$ cat config.mk
export PLATFORM = sky130hd
export DESIGN_NAME = mio_bus_ctrl
export DESIGN_NICKNAME = d
export VERILOG_FILES = /design/src/rtl/mio_bus_pkg.sv /design/src/rtl/mio_addr_decode.sv /design/src/rtl/mio_bus_ctrl.sv
export SDC_FILE = /design/constraint.sdc
export NUM_CORES = 1
export LEC_CHECK = 0
export BUFFER_PORTS_ARGS = -buffer_cell sky130_fd_sc_hd__buf_4
export CAP_MARGIN = 0
export CORE_AREA = 2 2 122 124
export CTS_BUF_LIST = sky130_fd_sc_hd__clkbuf_16
export DETAILED_ROUTE_END_ITERATION = 8
export DIE_AREA = 0 0 124 126
export MAX_ROUTING_LAYER = met4
export SYNTH_ARGS = -nofsm -noshare
export SYNTH_HDL_FRONTEND = slang
export SYNTH_SLANG_ARGS = --single-unit
$ cat constraint.sdc
create_clock -name clk -period 4 [get_ports clk]
set_clock_uncertainty 0.2 [all_clocks]
set_input_delay 0.4 -clock clk [delete_from_list [all_inputs] [get_ports clk]]
set_output_delay 0.4 -clock clk [all_outputs]
set_load 0.1 [all_outputs]
$ cat src/rtl/mio_bus_pkg.sv
// Shared encodings and address-slice positions for the memory/IO bus controller.
package mio_bus_pkg;

  typedef enum logic [1:0] {
    ST_IDLE   = 2'b00,
    ST_ACCESS = 2'b01,
    ST_DONE   = 2'b10
  } state_t;

  typedef enum logic [1:0] {
    GNT_NONE = 2'b00,
    GNT_CPU  = 2'b01,
    GNT_DBG  = 2'b10
  } grant_t;

  // Any address whose top nibble is at or above this value lands in the IO region.
  localparam logic [3:0] IO_NIBBLE = 4'hE;

  localparam int RAM_IDX_LSB = 2;
  localparam int RAM_IDX_MSB = 11;
  localparam int IO_IDX_LSB  = 2;
  localparam int IO_IDX_MSB  = 7;
  localparam int RAM_AW      = RAM_IDX_MSB - RAM_IDX_LSB + 1;
  localparam int IO_AW       = IO_IDX_MSB - IO_IDX_LSB + 1;
  localparam int WAIT_W      = 4;

endpackage

$ cat src/rtl/mio_addr_decode.sv
// Combinational region select and word-index extraction for a byte address.
module mio_addr_decode
  import mio_bus_pkg::*;
(
  input  logic [31:0]       addr,
  output logic              is_io,
  output logic [RAM_AW-1:0] ram_idx,
  output logic [IO_AW-1:0]  io_idx
);

  assign is_io   = (addr[31:28] >= IO_NIBBLE);
  assign ram_idx = addr[RAM_IDX_MSB:RAM_IDX_LSB];
  assign io_idx  = addr[IO_IDX_MSB:IO_IDX_LSB];

  // Middle address bits and the byte offset carry no meaning in this map.
  logic unused_addr_bits;
  assign unused_addr_bits = ^{addr[27:RAM_IDX_MSB+1], addr[RAM_IDX_LSB-1:0]};

endmodule

$ cat src/rtl/mio_bus_ctrl.sv
// Two-master (CPU read/write, debug read-only) bus controller with round-robin
// arbitration, RAM/IO region decode and per-region wait states.
module mio_bus_ctrl
  import mio_bus_pkg::*;
#(
  parameter int unsigned RAM_WAIT = 1,
  parameter int unsigned IO_WAIT  = 0
) (
  input  logic              clk,
  input  logic              reset,
  input  logic              cpu_req,
  input  logic              cpu_we,
  input  logic [31:0]       cpu_addr,
  input  logic [31:0]       cpu_wdata,
  output logic [31:0]       cpu_rdata,
  output logic              cpu_ready,
  input  logic              dbg_req,
  input  logic [31:0]       dbg_addr,
  output logic [31:0]       dbg_rdata,
  output logic              dbg_ready,
  output logic [RAM_AW-1:0] ram_addr,
  output logic              ram_we,
  output logic [31:0]       ram_wdata,
  input  logic [31:0]       ram_rdata,
  output logic              io_sel,
  output logic              io_we,
  output logic [IO_AW-1:0]  io_addr,
  output logic [31:0]       io_wdata,
  input  logic [31:0]       io_rdata,
  output logic [1:0]        grant,
  output logic [1:0]        state_out
);

  localparam logic [WAIT_W-1:0] RAM_WAIT_L = WAIT_W'(RAM_WAIT);
  localparam logic [WAIT_W-1:0] IO_WAIT_L  = WAIT_W'(IO_WAIT);

  state_t            state;
  grant_t            grant_q;
  grant_t            last_grant;
  grant_t            next_owner;
  logic [WAIT_W-1:0] wait_cnt;
  logic [31:0]       rdata_q;
  logic [31:0]       wdata_q;
  logic [RAM_AW-1:0] ram_addr_q;
  logic [IO_AW-1:0]  io_addr_q;
  logic              io_sel_q;
  logic              ram_we_q;
  logic              io_we_q;
  logic              cpu_ready_q;
  logic              dbg_ready_q;

  logic [31:0]       sel_addr;
  logic              sel_we;
  logic [31:0]       sel_wdata;
  logic              dec_is_io;
  logic [RAM_AW-1:0] dec_ram_idx;
  logic [IO_AW-1:0]  dec_io_idx;

  // On a tie the master that did not own the previous transaction wins.
  // NOTE: every always_comb output gets a default first so no path can infer a latch.
  always_comb begin
    next_owner = GNT_NONE;
    if (cpu_req && dbg_req) begin
      next_owner = (last_grant == GNT_CPU) ? GNT_DBG : GNT_CPU;
    end else if (cpu_req) begin
      next_owner = GNT_CPU;
    end else if (dbg_req) begin
      next_owner = GNT_DBG;
    end
  end

  // The debug master is read-only, so its write enable and data are tied off.
  always_comb begin
    sel_addr  = dbg_addr;
    sel_we    = 1'b0;
    sel_wdata = '0;
    if (next_owner == GNT_CPU) begin
      sel_addr  = cpu_addr;
      sel_we    = cpu_we;
      sel_wdata = cpu_wdata;
    end
  end

  mio_addr_decode u_decode (
    .addr    (sel_addr),
    .is_io   (dec_is_io),
    .ram_idx (dec_ram_idx),
    .io_idx  (dec_io_idx)
  );

  // NOTE: sequential state uses non-blocking assignments so every register samples pre-edge values.
  always_ff @(posedge clk) begin
    if (reset) begin
      state       <= ST_IDLE;
      grant_q     <= GNT_NONE;
      last_grant  <= GNT_DBG;
      wait_cnt    <= '0;
      rdata_q     <= '0;
      wdata_q     <= '0;
      ram_addr_q  <= '0;
      io_addr_q   <= '0;
      io_sel_q    <= 1'b0;
      ram_we_q    <= 1'b0;
      io_we_q     <= 1'b0;
      cpu_ready_q <= 1'b0;
      dbg_ready_q <= 1'b0;
    end else begin
      ram_we_q    <= 1'b0;
      io_we_q     <= 1'b0;
      cpu_ready_q <= 1'b0;
      dbg_ready_q <= 1'b0;
      case (state)
        ST_IDLE: begin
          if (next_owner != GNT_NONE) begin
            state      <= ST_ACCESS;
            grant_q    <= next_owner;
            ram_addr_q <= dec_ram_idx;
            io_addr_q  <= dec_io_idx;
            wdata_q    <= sel_wdata;
            io_sel_q   <= dec_is_io;
            ram_we_q   <= sel_we & ~dec_is_io;
            io_we_q    <= sel_we & dec_is_io;
            wait_cnt   <= dec_is_io ? IO_WAIT_L : RAM_WAIT_L;
          end
        end
        ST_ACCESS: begin
          if (wait_cnt != '0) begin
            wait_cnt <= wait_cnt - WAIT_W'(1);
          end else begin
            // io_sel_q still holds the latched region in this last ACCESS cycle.
            rdata_q     <= io_sel_q ? io_rdata : ram_rdata;
            io_sel_q    <= 1'b0;
            state       <= ST_DONE;
            cpu_ready_q <= (grant_q == GNT_CPU);
            dbg_ready_q <= (grant_q == GNT_DBG);
          end
        end
        ST_DONE: begin
          last_grant <= grant_q;
          grant_q    <= GNT_NONE;
          state      <= ST_IDLE;
        end
        default: state <= ST_IDLE;
      endcase
    end
  end

  assign cpu_rdata = rdata_q;
  assign dbg_rdata = rdata_q;
  assign cpu_ready = cpu_ready_q;
  assign dbg_ready = dbg_ready_q;
  assign ram_addr  = ram_addr_q;
  assign ram_we    = ram_we_q;
  assign ram_wdata = wdata_q;
  assign io_sel    = io_sel_q;
  assign io_we     = io_we_q;
  assign io_addr   = io_addr_q;
  assign io_wdata  = wdata_q;
  assign grant     = grant_q;
  assign state_out = state;

endmodule

==> results.cfg <==
[run_status]
outcome = complete, no violations

[clock_network]
cts_max_level = 3
cts_resized = 0
cts_buffers = 9
cts_tree = yes
clock_sinks = 89
clockBufferDepth = 2
clkLatencyLatePin_ns = 0.34
post_cts_buffers = 0
path_clk_slew_ns = 0.07
cts-root-buf = clkbuf_16
holdBufCountCts = 0

[placement]
dp_hpwl_um = 8350
gp_congestion = 0.757
dpl-instance-area_um2 = 5690
io_buffer_count = 279

[critical_path]
arrival_ns = 2.41
startpoint_type = register
end_kind = register
cp_data_required_time_ns = 4.07
crit_type = register to register
critPathMaxFanout = 34

[pwr]
p_leak_nw = 2.78
p_per_area_nw_per_um2 = 746
irDropWorstVdd_mv = 0.360

[synthesis]
synth_area_per_cell_um2 = 9.70
yosysWarnings = 0
synth-main-ff-cell = dfxtp_1
synth-seq-cells = 89
yosysTopAreaCell = dfxtp_1
synthTopCellsByArea = dfxtp_1, buf_4, mux2i_1
yosysUniqueCellTypes = 38
synth_area_um2 = 4000
synth_most_common_cell = dfxtp_1
syn_nets = 578
syn_inst = 412
synth_edf_count = 0
synthTopCellsByCount = dfxtp_1, buf_4, nor2_1
yosysSeqAreaShare_pct = 44.6
yosysTopAreaCellShare_pct = 44.6
synth-async-reset-ratio_pct = 0

[routing]
antenna_left = 0
drc_errors = 0
num_vias = 3656
drtPass1Iterations = 4
viasPerCell = 4.59
wl_per_cell_um = 14.1
routed_wl_um = 11200
first_iter_violations = 114

[layout]
fin_nets = 774
drive_above_1_share_pct = 49.8
multi_input_area_um2 = 1550
diodes = 0
postLayoutCellArea_um2 = 6010
seqCellArea_um2 = 1780
syn_to_final_growth_pct = 50.4
fillers = 1410

[sta]
finalMaxSlewViolations = 0
rsz0062_at_grt = no
final.setup.tns_ns = 0
period_share_pct = 58.5
hold_viol_final = 0
finalHoldWorstSlack_ns = 0.0722
max_slew_margin_pct = 18.9
setup_viol = 0
timing.fmax_mhz = 427
min_period_ns = 2.34
worstMarginPinSlew_ns = 1.21

[grt]
grt_use_total_pct = 13.8
grt_max_degree = 65
grt_pass1_vias = 3378
grt_pass1_wl_um = 16600
gr-total-overflow = 0
antenna_found_initial = 0

[die]
die_w_um = 124
ios = 318
coreArea_um2 = 14300
start_util_pct = 27.9
fp.dieH_um = 126
die-area_um2 = 15600
rows = 44

[run]
max_cap_violations = 0

[min_path]
hold_path_class = input pin to register
-- path summary, 6_finish.rpt --
kind | start | endpoint | slack [ns] | cells after the start
setup / recovery | last_grant[1]$_SDFFE_PP1P_ | io_wdata[31]$_SDFFE_PP0N_ | 1.66 | 3
hold / removal | cpu_wdata[6] | io_wdata[6]$_SDFFE_PP0N_ | 0.07 | 2
setup reg to reg | last_grant[1]$_SDFFE_PP1P_ | io_wdata[31]$_SDFFE_PP0N_ | 1.66 | 3
hold reg to reg | wait_cnt[3]$_SDFFE_PP0P_ | wait_cnt[3]$_SDFFE_PP0P_ | 0.30 | 2
-- metal layers --
metal	wire length (um)	vias up	track usage [%]
met5	0	-	-
met4	223	0	5.82
met3	943	17	2.72
met2	5500	179	23.5
met1	4570	1667	15.7
li1	-	1793	-
-- power by group --
part	leakage, nW	internal (mW)	switching (mW)
logic	1.89	0.494	1.94
clock network	0.157	0.553	0.361
registers	0.730	1.02	0.124
-- per-stage QoR --
step | cells | total power [mW] | util, % | worst slack [ns]
CTS | 797 | 4.53 | 42.0 | 1.65
global route | 797 | 4.65 | 42.0 | 1.40
detailed placement | 781 | 3.60 | 39.7 | 1.45
finish | 797 | 4.48 | 42.0 | 1.66
floorplan | 412 | 3.22 | - | 1.71
global placement | 781 | 3.58 | 39.7 | 1.53
-- cell type report --
type	count	share of cell area, %
Sequential cell	89	29.7
Multi-Input combinational cell	224	25.8
Clock inverter	7	1.64
Timing Repair Buffer	281	35.1
Tap cell	184	3.83
Clock buffer	9	3.75
Inverter	3	0.187
-- worst max-delay path: stages, from the launching register on --
cell	delay, ns
dfxtp_1	0.35
o21ai_1	0.38
nor3_4	1.06
a22o_1	0.26
-- cell usage in the layout (no fill, tap or decap), drive strengths merged, types with 3 or more instances in the layout --
cell and count:
a211oi 32, a21oi 4, a22o 32, a311oi 10, and3 3, buf 281
clkbuf 9, dfxtp 89, inv 6, mux2i 35, nand2 26, nand3 5
nor2 51, nor2b 3, nor3 3
-- cells by family (layout without fill, tap and decap cells) --
kind of cell               after synthesis  after routing  synth area share [%]
AOI/OAI and AO/OA                       86             86                  17.6
buffers and inverters                   99            300                  16.7
and+or+nand+nor                        102            102                  12.0
adders and majority gates                1              1                 0.313
DFF                                     89             89                  44.6
muxes                                   35             35                  8.77
-- state kept, by name, indices dropped and copies added (netlist names) --
name / cells
cpu_ready: 1
last_grant: 2
io_sel: 1
ram_addr: 10
ram_we: 1
state_out: 2
cpu_rdata: 32
io_wdata: 32
dbg_ready: 1
grant: 2
wait_cnt: 4
io_we: 1
(Power assumes the default switching activity.)
